$ cat src/rtl/ram_access_ctrl_if.sv
// ram_access_ctrl_if: client handshakes and storage pins of the single-word storage controller.
// Latency: none (wires only).
// Backpressure: none here; each client holds req until its ack pulse.
// Signals: req/we/wdata/ack per client A and B, shared rdata and busy,
//          storage strobes ram_ce/ram_we/ram_di and storage read data ram_do.
interface ram_access_ctrl_if #(
  parameter int DW = 32
);
  logic          req_a;
  logic          we_a;
  logic [DW-1:0] wdata_a;
  logic          ack_a;
  logic          req_b;
  logic          we_b;
  logic [DW-1:0] wdata_b;
  logic          ack_b;
  logic [DW-1:0] rdata;
  logic          busy;
  logic          ram_ce;
  logic          ram_we;
  logic [DW-1:0] ram_di;
  logic [DW-1:0] ram_do;

  // The controller initiates every storage access.
  modport master (
    input  req_a, we_a, wdata_a, req_b, we_b, wdata_b, ram_do,
    output ack_a, ack_b, rdata, busy, ram_ce, ram_we, ram_di
  );

  // Clients and the storage word sit on this side.
  modport slave (
    output req_a, we_a, wdata_a, req_b, we_b, wdata_b, ram_do,
    input  ack_a, ack_b, rdata, busy, ram_ce, ram_we, ram_di
  );
endinterface

$ cat src/rtl/ram_access_ctrl.sv
// ram_access_ctrl: round-robin arbiter and strobe sequencer for the single-word storage register.
// Latency: req sampled at edge k -> storage strobe during cycle k+1 -> ack and rdata at edge k+2.
// Backpressure: one access at a time; a losing client holds req and is served next.
// Ports: clk, rst (async, active-high); bus (master modport) carries client req/we/wdata/ack,
//        the shared rdata/busy outputs and the storage pins ram_ce/ram_we/ram_di/ram_do.
module ram_access_ctrl #(
  parameter int DW = 32
) (
  input  logic              clk,
  input  logic              rst,
  ram_access_ctrl_if.master bus
);

  typedef enum logic [1:0] {
    IDLE   = 2'd0,
    ACCESS = 2'd1,
    DONE   = 2'd2
  } state_t;

  state_t        state;
  state_t        state_nxt;

  logic          start;
  logic          win_b;
  logic          win_we;
  logic [DW-1:0] win_wdata;

  logic          op_b;
  logic          op_we;
  logic [DW-1:0] op_wdata;
  logic          last_b;

  logic          ce_q;
  logic          we_q;
  logic          ack_a_q;
  logic          ack_b_q;
  logic [DW-1:0] rdata_q;

  always_comb begin
    state_nxt = state;
    start     = 1'b0;
    // On a tie the client that was not granted last wins.
    win_b     = bus.req_b & (~bus.req_a | ~last_b);
    win_we    = win_b ? bus.we_b : bus.we_a;
    win_wdata = win_b ? bus.wdata_b : bus.wdata_a;
    case (state)
      IDLE: begin
        if (bus.req_a | bus.req_b) begin
          start     = 1'b1;
          state_nxt = ACCESS;
        end
      end
      ACCESS:  state_nxt = DONE;
      DONE:    state_nxt = IDLE;
      default: state_nxt = IDLE;
    endcase
  end

  always_ff @(posedge clk or posedge rst) begin
    if (rst) begin
      state <= IDLE;
    end else begin
      state <= state_nxt;
    end
  end

  always_ff @(posedge clk or posedge rst) begin
    if (rst) begin
      op_b     <= 1'b0;
      op_we    <= 1'b0;
      op_wdata <= '0;
      last_b   <= 1'b1;
      ce_q     <= 1'b0;
      we_q     <= 1'b0;
      ack_a_q  <= 1'b0;
      ack_b_q  <= 1'b0;
      rdata_q  <= '0;
    end else begin
      // Operation fields are frozen at grant; later client changes are ignored.
      if (start) begin
        op_b     <= win_b;
        op_we    <= win_we;
        op_wdata <= win_wdata;
      end
      if (state == DONE) begin
        last_b <= op_b;
      end
      // Strobes are registered so they are high exactly for the ACCESS cycle.
      ce_q    <= start;
      we_q    <= start & win_we;
      ack_a_q <= (state == ACCESS) & ~op_b;
      ack_b_q <= (state == ACCESS) & op_b;
      // ram_do is only meaningful while ce is high; a write reads back the new word.
      if (ce_q) begin
        rdata_q <= bus.ram_do;
      end
    end
  end

  assign bus.ram_ce = ce_q;
  assign bus.ram_we = we_q;
  assign bus.ram_di = op_wdata;
  assign bus.ack_a  = ack_a_q;
  assign bus.ack_b  = ack_b_q;
  assign bus.rdata  = rdata_q;
  assign bus.busy   = (state != IDLE);

endmodule

$ cat src/flat_wrapper.sv
// flat-port wrapper written by rule: the top's interface ports become plain ports
module ram_access_ctrl_flat 
#(
  parameter int DW = 32
)
  (clk, rst, bus_req_a, bus_we_a, bus_wdata_a, bus_req_b, bus_we_b, bus_wdata_b, bus_ram_do, bus_ack_a, bus_ack_b, bus_rdata, bus_busy, bus_ram_ce, bus_ram_we, bus_ram_di);
  ram_access_ctrl_if #(.DW(DW)) bus_i ();
  input  logic clk;
  input  logic rst;
  input wire logic [$bits(bus_i.req_a)-1:0] bus_req_a;
  input wire logic [$bits(bus_i.we_a)-1:0] bus_we_a;
  input wire logic [$bits(bus_i.wdata_a)-1:0] bus_wdata_a;
  input wire logic [$bits(bus_i.req_b)-1:0] bus_req_b;
  input wire logic [$bits(bus_i.we_b)-1:0] bus_we_b;
  input wire logic [$bits(bus_i.wdata_b)-1:0] bus_wdata_b;
  input wire logic [$bits(bus_i.ram_do)-1:0] bus_ram_do;
  output wire logic [$bits(bus_i.ack_a)-1:0] bus_ack_a;
  output wire logic [$bits(bus_i.ack_b)-1:0] bus_ack_b;
  output wire logic [$bits(bus_i.rdata)-1:0] bus_rdata;
  output wire logic [$bits(bus_i.busy)-1:0] bus_busy;
  output wire logic [$bits(bus_i.ram_ce)-1:0] bus_ram_ce;
  output wire logic [$bits(bus_i.ram_we)-1:0] bus_ram_we;
  output wire logic [$bits(bus_i.ram_di)-1:0] bus_ram_di;
  assign bus_i.req_a = bus_req_a;
  assign bus_i.we_a = bus_we_a;
  assign bus_i.wdata_a = bus_wdata_a;
  assign bus_i.req_b = bus_req_b;
  assign bus_i.we_b = bus_we_b;
  assign bus_i.wdata_b = bus_wdata_b;
  assign bus_i.ram_do = bus_ram_do;
  assign bus_ack_a = bus_i.ack_a;
  assign bus_ack_b = bus_i.ack_b;
  assign bus_rdata = bus_i.rdata;
  assign bus_busy = bus_i.busy;
  assign bus_ram_ce = bus_i.ram_ce;
  assign bus_ram_we = bus_i.ram_we;
  assign bus_ram_di = bus_i.ram_di;
  ram_access_ctrl #(.DW(DW)) u_core (.clk(clk), .rst(rst), .bus(bus_i));
endmodule
$ cat config.mk
export PLATFORM = sky130hd
export DESIGN_NAME = ram_access_ctrl_flat
export DESIGN_NICKNAME = d
export VERILOG_FILES = /design/src/rtl/ram_access_ctrl_if.sv /design/src/rtl/ram_access_ctrl.sv /design/src/flat_wrapper.sv
export SDC_FILE = /design/constraint.sdc
export NUM_CORES = 1
export LEC_CHECK = 0
export CAP_MARGIN = 10
export CORE_MARGIN = 1.5
export CORE_UTILIZATION = 25
export CTS_CLUSTER_DIAMETER = 150
export DETAILED_ROUTE_END_ITERATION = 8
export PLACE_DENSITY = 0.67
export SLEW_MARGIN = 20
export SYNTH_ARGS = -nofsm -noshare
export SYNTH_HDL_FRONTEND = slang
export SYNTH_SLANG_ARGS = --single-unit
$ cat constraint.sdc
create_clock -name clk -period 3 [get_ports clk]
set_input_delay 0.9 -clock clk [delete_from_list [all_inputs] [get_ports clk]]
set_output_delay 0.9 -clock clk [all_outputs]
set_load 0.005 [all_outputs]
# Word level (Yosys, flattened, before mapping)
# Cells that the tools add are included.
[totals] register_bits=72 input_bits=102 out_inout_bits=69 word_cells=29
[op_classes] n_bitwise=9 mux=6 n_eq_ne=3 reduce_logical=2
[op_table] op="32-bit two-way mux" n=1
[op_table] op="1-bit AND" n=4
[op_table] op="2-bit case mux with 2 select lines" n=1
[op_table] op="1-bit two-way mux" n=3
[op_table] op="1-bit NOT" n=3
[op_table] op="2-bit by 1-bit equality test with 1-bit output (second input constant)" n=1
[op_table] op="2-bit equality test (second input constant)" n=1
[op_table] op="2-bit logical NOT" n=1
[op_table] op="2-bit two-way mux" n=1
[op_table] op="2-bit by 1-bit != test with 1-bit output (second input constant)" n=1
[op_table] op="1-bit bitwise OR" n=2
[op_table] op="2-bit nonzero test" n=1

# Logic depth before layout (Yosys ltp)
# Gate-level depths: netlist of the first run.
[logic_depth] ltp_word=5 ltp_mapped=5 depth_no_buf=4

# Worst setup path after synthesis of the first run
# No wires, ideal clock.
[synth_timing] kind="input port to flip-flop" start="input port bus_req_b" end="register u_core.op_wdata[10], in the netlist u_core.bus.ram_di[10]" path_buffers=1 path_stages=4 arrival_ps=1684 slack_ps=1178 setup_ps=139 t_required_ps=2861 path_cell_list="a21boi_2 > buf_2 > a2111oi_0 > a2bb2oi_1"
[synth_between] elab_chain_len=3 elab_cells_between_ends=5 cone_classes="mux (3); bitwise (2)"
[synth_lines] element="from (decl)" line_no="flat_wrapper.sv:13" source="input wire logic [$bits(bus_i.req_b)-1:0] bus_req_b;"
[synth_lines] element="1-bit bitwise OR" line_no="ram_access_ctrl.sv:48" source="if (bus.req_a | bus.req_b) begin"
[synth_lines] element="1-bit two-way mux" line_no="ram_access_ctrl.sv:48"
[synth_lines] element="1-bit two-way mux" line_no="ram_access_ctrl.sv:46" source="case (state)"
[synth_lines] element="to (signal assigned)" line_no="ram_access_ctrl.sv:83" source="op_wdata <= win_wdata;"
[synth_lines] element="to (decl)" line_no="ram_access_ctrl.sv:30" source="logic [DW-1:0] op_wdata;"
# Parallel ways exist; a longest one is shown, timed or not.
# A chain may end at the register's enable or synchronous reset.

# Worst setup path after layout of the first run
[layout_timing] start="register u_core.state[1]" end="output port bus_busy"
[layout_between] elab_chain_len=1
[layout_lines] element="from (decl)" line_no="ram_access_ctrl.sv:20" source="state_t state;"
[layout_lines] element="from (signal assigned)" line_no="ram_access_ctrl.sv:63" source="state <= state_nxt;"
[layout_lines] element="2-bit nonzero test" line_no="ram_access_ctrl.sv:106" source="assign bus.busy = (state != IDLE);"
[layout_lines] element="to (decl)" line_no="flat_wrapper.sv:20" source="output wire logic [$bits(bus_i.busy)-1:0] bus_busy;"
# Every way passes these cells.

==> results.toml, run 1 <==
[timing]
post-route-min-period_ps = 2310
final_min_period_over_clock_period = 0.772
tns_ps = 0
hold_slack_ps = 485
fin_ws_ps = 685
report.final.hold_viol_count = 0
number_of_max_slew_violations_in_the_final_report = 0
setup_viol_count_final = 0
clock-skew-final_ps = 4.88
rsz_0062_raised_after_global_routing = "false"
clock.fmax_ghz = 0.432
worst_slew_margin_rel = 0.551
max_slew.worst_pin.slew_ps = 671

[global_route]
grt_antenna_before_repair = 0
global_route.overflow_total = 0
grt_util_all_layers = 0.155
grt_max_degree = 35
grt_pass1_vias = 2941
wire_length_of_the_first_global_routing_pass_mm = 15.4

[cells_and_area]
multi_input_comb_area_um2 = 1140
area.growth.synth_to_final_pct = 70.6
area_taken_by_flip_flops_and_latches_um2 = 1800
final_common_cell = "sky130_fd_sc_hd__clkdlybuf4s50_1"
fillers = 1123
finalNetCount = 511
layout.cells.most_common_list = "170 x sky130_fd_sc_hd__clkdlybuf4s50_1, 71 x sky130_fd_sc_hd__dfrtp_1, 34 x sky130_fd_sc_hd__nand2_1"
final_instance_area_um2 = 5220
antennaDiodeCount = 0
drive_gt1_frac = 0.140

[clock_tree]
ctsHoldBuffers = 0
clock_tree_from_tritoncts = "done"
worstSkewPairLatency_ps = 330
tritoncts_num_sinks = 72
cts.repair.resized = 0
cts_root_buffer = "sky130_fd_sc_hd__clkbuf_16"
clkTransAtPathRegs_ps = 60
cts_setup_buffers = 0
cts_inserted_buffers = 9
clockBufferDepth = 2
ctsHtreeMaxLevel = 3

[power]
p_seq_frac = 0.338
switching_pwr_mw = 1.55
power.switching_fraction = 0.302
totalPowerFinal_mw = 5.13
comb_power_share = 0.470
worst_ir_drop_vdd_v = 0.000275
power_density_over_the_cells_nw_per_um2 = 984
power_frac_clock = 0.193
cellInternalPower_mw = 3.58
p_leak_nw = 2.09

[place]
io_buffer_count = 170
placement.cell_area_um2 = 4940
post-place-ws_ps = 172
gp_congestion = 0.746
dp.final_hpwl_mm = 6.85

[critical_path]
worst-r2r-setup-slack_ps = 1360
criticalPathCategory = "flip-flop to output pin"
worst_setup_sp_type = "flip-flop"
r2r-end = "u_core.bus.ram_di[0]"
path_buf_inv = 2
critical_path.max_fanout = 3
critPathCaptureType = "output pin"
worst_path_dominant_cell_family = "buffers and inverters"
cp_cell_sequence = "nor2_1 -> inv_1 -> clkdlybuf4s50_1"
cp_data_arrival_time_ps = 1410
timing.critical_path.required_ps = 2100
crit_slowest_cell = "sky130_fd_sc_hd__clkdlybuf4s50_1"
crit_path_max_incr_delay_ps = 450
r2r_start = "u_core.last_b"
timing.reg2reg.worst_path_depth = 4

[outcome]
result_of_the_run = "finished clean"

[route]
first_pass_iters = 4
detail_route.wirelength_mm = 9.88
drt_drc_violations_left = 0
detailedRoute.firstIterationViolations = 89
vias = 2695
ant_nets = 0
wire_per_inst_um = 17.6
routed_via_density = 4.81

[die]
floorplan.rows = 40
floorplan.initialDensity = 0.256
die_area_um2 = 12900
core_area_um2 = 12000
die_w_um = 114
num_io_pins = 171
die_h_um = 114

[job]
drv_cap = 0

[worst_hold_path]
hold_start = "u_core.bus.rdata[4]"
whs_endpoint = "u_core.bus.rdata[4]"
worstHoldPathType = "flip-flop to flip-flop"
worstHoldPathCells = 1

[synthesis]
synth_area_per_cell_um2 = 12.7
synthesis.instances = 241
synthesis.area_um2 = 3060
postSynthRegisterBits = 72
synthesis_warnings = 0
part_of_the_yosys_area_used_for_sequential_elements = 0.590
synth_nets = 343
synth.distinct_cells = 19
==> per-stage QoR <==
step	cells	utilization
floorplan	241	-
global placement	545	0.413
detailed placement	545	0.413
CTS	560	0.436
global route	560	0.436
finish	560	0.436
==> area by class of cell <==
| type | count | share of cell area |
|---|---|---|
| flip-flops and latches | 72 | 0.346 |
| repair buffers | 180 | 0.345 |
| multi-input cells | 142 | 0.219 |
| clock buffers | 11 | 0.0485 |
| well taps | 147 | 0.0353 |
| clock inverters | 4 | 0.00384 |
| inverters | 4 | 0.00288 |
==> kinds of logic (layout without fill, tap and decap cells) <==
| family | Yosys count | in the layout | synth area share |
|---|---|---|---|
| muxes | 33 | 33 | 0.122 |
| buffers and inverters | 27 | 199 | 0.0401 |
| and+or+nand+nor | 40 | 40 | 0.0524 |
| AOI/OAI and AO/OA | 69 | 69 | 0.196 |
| DFF | 72 | 72 | 0.590 |
==> synthesized netlist by cell type <==
| cell type | number | share of area |
|---|---|---|
| sky130_fd_sc_hd__a21bo_2 | 1 | 0.0033 |
| sky130_fd_sc_hd__mux2_1 | 5 | 0.018 |
| sky130_fd_sc_hd__inv_1 | 4 | 0.0049 |
| sky130_fd_sc_hd__nand2_1 | 34 | 0.042 |
| sky130_fd_sc_hd__buf_4 | 3 | 0.0074 |
| sky130_fd_sc_hd__clkbuf_1 | 12 | 0.015 |
| sky130_fd_sc_hd__a22o_1 | 1 | 0.0029 |
| sky130_fd_sc_hd__mux2_2 | 28 | 0.10 |
| sky130_fd_sc_hd__a21boi_2 | 1 | 0.0037 |
| sky130_fd_sc_hd__nor2_1 | 2 | 0.0025 |
| sky130_fd_sc_hd__dfrtp_1 | 71 | 0.58 |
| sky130_fd_sc_hd__buf_2 | 8 | 0.013 |
| sky130_fd_sc_hd__a2bb2oi_1 | 32 | 0.092 |
| sky130_fd_sc_hd__a2111oi_0 | 32 | 0.092 |
| sky130_fd_sc_hd__o21ai_1 | 1 | 0.0016 |
| sky130_fd_sc_hd__nor2b_1 | 3 | 0.0061 |
| sky130_fd_sc_hd__and2_1 | 1 | 0.0020 |
| sky130_fd_sc_hd__a21oi_1 | 1 | 0.0016 |
| sky130_fd_sc_hd__dfstp_2 | 1 | 0.0086 |
==> sequential cells by signal, indices dropped and copies added, names as in the netlist <==
register and cells:
u_core.bus.ack_a 1, u_core.bus.ack_b 1, u_core.bus.ram_ce 1, u_core.bus.ram_di 32, u_core.bus.ram_we 1, u_core.bus.rdata 32, u_core.last_b 1, u_core.op_b 1
u_core.state 2
==> power groups by stage <==
stage | Clock [mW] | Combinational [mW] | Sequential, mW
after floorplan | 0 | 1.03 | 1.77
final | 0.989 | 2.41 | 1.73
after detailed placement | 0 | 2.43 | 1.74
after CTS | 1.02 | 2.44 | 1.74
after global routing | 1.07 | 2.59 | 1.80
after global placement | 0 | 2.37 | 1.73
==> layer usage <==
layer | track usage | share of wire | vias to the layer above | wire length, µm
met5 | 0 | 0 | - | 0
met4 | 0.0808 | 0.024 | 0 | 240
met3 | 0.0207 | 0.034 | 18 | 336
met2 | 0.277 | 0.54 | 85 | 5290
met1 | 0.183 | 0.41 | 1347 | 4010
li1 | - | - | 1245 | -
==> worst max-delay path by stage <==
| stage | startpoint | slack [ps] | cells after the start | endpoint |
|---|---|---|---|---|
| 2_1_floorplan | rst | 280 | 1 | u_core.bus.ack_a |
| 3_3_place_gp | bus_req_a | 240 | 4 | u_core.bus.ram_di[10] |
| 3_5_place_dp | bus_req_a | 170 | 4 | u_core.bus.ram_di[1] |
| 4_1_cts | bus_req_a | 450 | 4 | u_core.bus.ram_di[0] |
| 5_1_grt | u_core.state[1] | 580 | 3 | bus_busy |
| 6_report | u_core.state[1] | 690 | 3 | bus_busy |
Power figures use the tool's default switching activity.
==> run 2, diff against run 1 <==
Settings changed: PLACE_DENSITY 0.67 to 0.69.
Clock period 3 ns to 1.95 ns, I/O delays scaled along.
==> results.toml, run 2 (synthesis gave the netlist of run 1 again) <==
[timing]
final_min_period_over_clock_period = 0.956
rsz_0062_raised_after_global_routing = "true"
post-route-min-period_ps = 1860
setup_viol_count_final = 0
clock.fmax_ghz = 0.536
report.final.hold_viol_count = 0
number_of_max_slew_violations_in_the_final_report = 0
worst_slew_margin_rel = 0.652
hold_slack_ps = 485
clock-skew-final_ps = 9.13
max_slew.worst_pin.slew_ps = 509

[cells_and_area]
drive_gt1_frac = 0.160
post_layout_nonfiller_instances = 571
final_common_cell = "sky130_fd_sc_hd__clkdlybuf4s50_1"
finalNetCount = 521
fillers = 1106
layout.cells.most_common_list = "169 x sky130_fd_sc_hd__clkdlybuf4s50_1, 71 x sky130_fd_sc_hd__dfrtp_1, 34 x sky130_fd_sc_hd__nand2_1"
antennaDiodeCount = 0
area.growth.synth_to_final_pct = 73.9

[worst_hold_path]
worstHoldPathType = "flip-flop to flip-flop"
hold_start = "u_core.op_b"
worstHoldPathCells = 1
whs_endpoint = "u_core.bus.ack_a"

[critical_path]
critPathLaunch = "bus_req_a"
timing.critical_path.required_ps = 2140
critPathCaptureType = "flip-flop"
worst_setup_sp_type = "input pin"
timing.reg2reg.worst_path_depth = 4
critical_path.max_fanout = 22
r2r_start = "u_core.last_b"
criticalPathCategory = "input pin to flip-flop"
r2r-end = "u_core.bus.ram_di[17]"
worst-r2r-setup-slack_ps = 360
cp_data_arrival_time_ps = 2060

[power]
worst_ir_drop_vdd_v = 0.000571
p_leak_nw = 2.15
totalPowerFinal_mw = 7.98
power_density_over_the_cells_nw_per_um2 = 1500

[place]
placedCellCount = 554
dp.final_hpwl_mm = 6.97
io_buffer_count = 170
gp_congestion = 0.769

[route]
detail_route.wirelength_mm = 9.58
drt_drc_violations_left = 0
ant_nets = 0
routed_via_density = 4.77
vias = 2721
wire_per_inst_um = 16.8
first_pass_iters = 4
detailedRoute.firstIterationViolations = 77

[die]
floorplan.rows = 40
die_h_um = 114
num_io_pins = 171
die_area_um2 = 12900
die_w_um = 114
floorplan.initialDensity = 0.256
core_area_um2 = 12000

[clock_tree]
worstSkewPairLatency_ps = 330
cts_root_buffer = "sky130_fd_sc_hd__clkbuf_16"
ctsHtreeMaxLevel = 3
clockBufferDepth = 2
clock_tree_from_tritoncts = "done"
cts_inserted_buffers = 9
tritoncts_num_sinks = 72
clkTransAtPathRegs_ps = 60

[job]
drv_cap = 0

[outcome]
result_of_the_run = "finished clean"

[global_route]
grtUsageMet3 = 0.0292
top_usage_layer = "met2"
grt_util_all_layers = 0.152
met1_usage = 0.188
wire_length_of_the_first_global_routing_pass_mm = 15.0
grt_antenna_before_repair = 0
global_route.overflow_total = 0
grt_pass1_vias = 2855
grt_util_met2 = 0.255
grt_max_degree = 73
-- run 2: changes by cell type in the layout (fill, tap and decap cells not counted), sizes merged --
cell	change
buf	+10
clkbuf	+2
clkdlybuf4s50	-1
clkinv	-2
clkinvlp	+2
dlymetal6s2s	+1
inv	-1
-- run 2: report_power, final --
part	leakage [nW]	switching (mW)	internal, mW
clock	0.136	0.588	0.927
sequential	0.831	0.406	2.27
combinational	1.18	1.37	2.42
total	2.15	2.37	5.61
-- run 2: what timing repair did --
action	4_1_cts	5_1_grt
gates resized for setup	1	5
setup endpoints to repair	1	7
hold endpoints to repair	0	0
pin swaps	1	1
hold buffers	0	0
setup buffers	1	0
-- run 2: worst max path at each step --
stage               slack [ps]                    end
floorplan                  440  u_core.bus.ram_di[10]
global placement          -210  u_core.bus.ram_di[18]
detailed placement        -300   u_core.bus.ram_di[1]
CTS                         30               bus_busy
global route               -10  u_core.bus.ram_di[27]
finish                      90  u_core.bus.ram_di[17]
-- run 2: critical path, stage by stage --
cell	delay (ps)
sky130_fd_sc_hd__clkdlybuf4s50_1	540
sky130_fd_sc_hd__a21boi_2	100
sky130_fd_sc_hd__buf_4	220
sky130_fd_sc_hd__a2111oi_0	480
sky130_fd_sc_hd__a2bb2oi_1	120
-- run 2: final cells by class --
cell class,count,area [µm²],area share
clock inverter,3,17.5,0.00329
inverter,4,18.8,0.00353
sequential,72,1800,0.339
timing repair buffer,190,1890,0.356
clock buffer,13,260,0.0489
multi-input combinational,142,1140,0.215
tap,147,184,0.0346
-- run 2: through the flow --
| stage | utilization | setup TNS [ps] | worst slack (ps) | instance area, µm² |
|---|---|---|---|---|
| floorplan | - | 0 | 443 | 3060 |
| global placement | 0.420 | -4290 | -208 | 5020 |
| finish | 0.445 | 0 | 85.2 | 5320 |
| detailed placement | 0.420 | -5900 | -296 | 5020 |
| CTS | 0.444 | 0 | 34.0 | 5310 |
| global route | 0.445 | -32.2 | -12.8 | 5320 |
-- run 2: per-layer routing --
layer / vias to the layer above / share of wire
li1: 1275 / -
met5: - / 0
met1: 1353 / 0.41
met3: 12 / 0.042
met2: 81 / 0.52
met4: 0 / 0.022
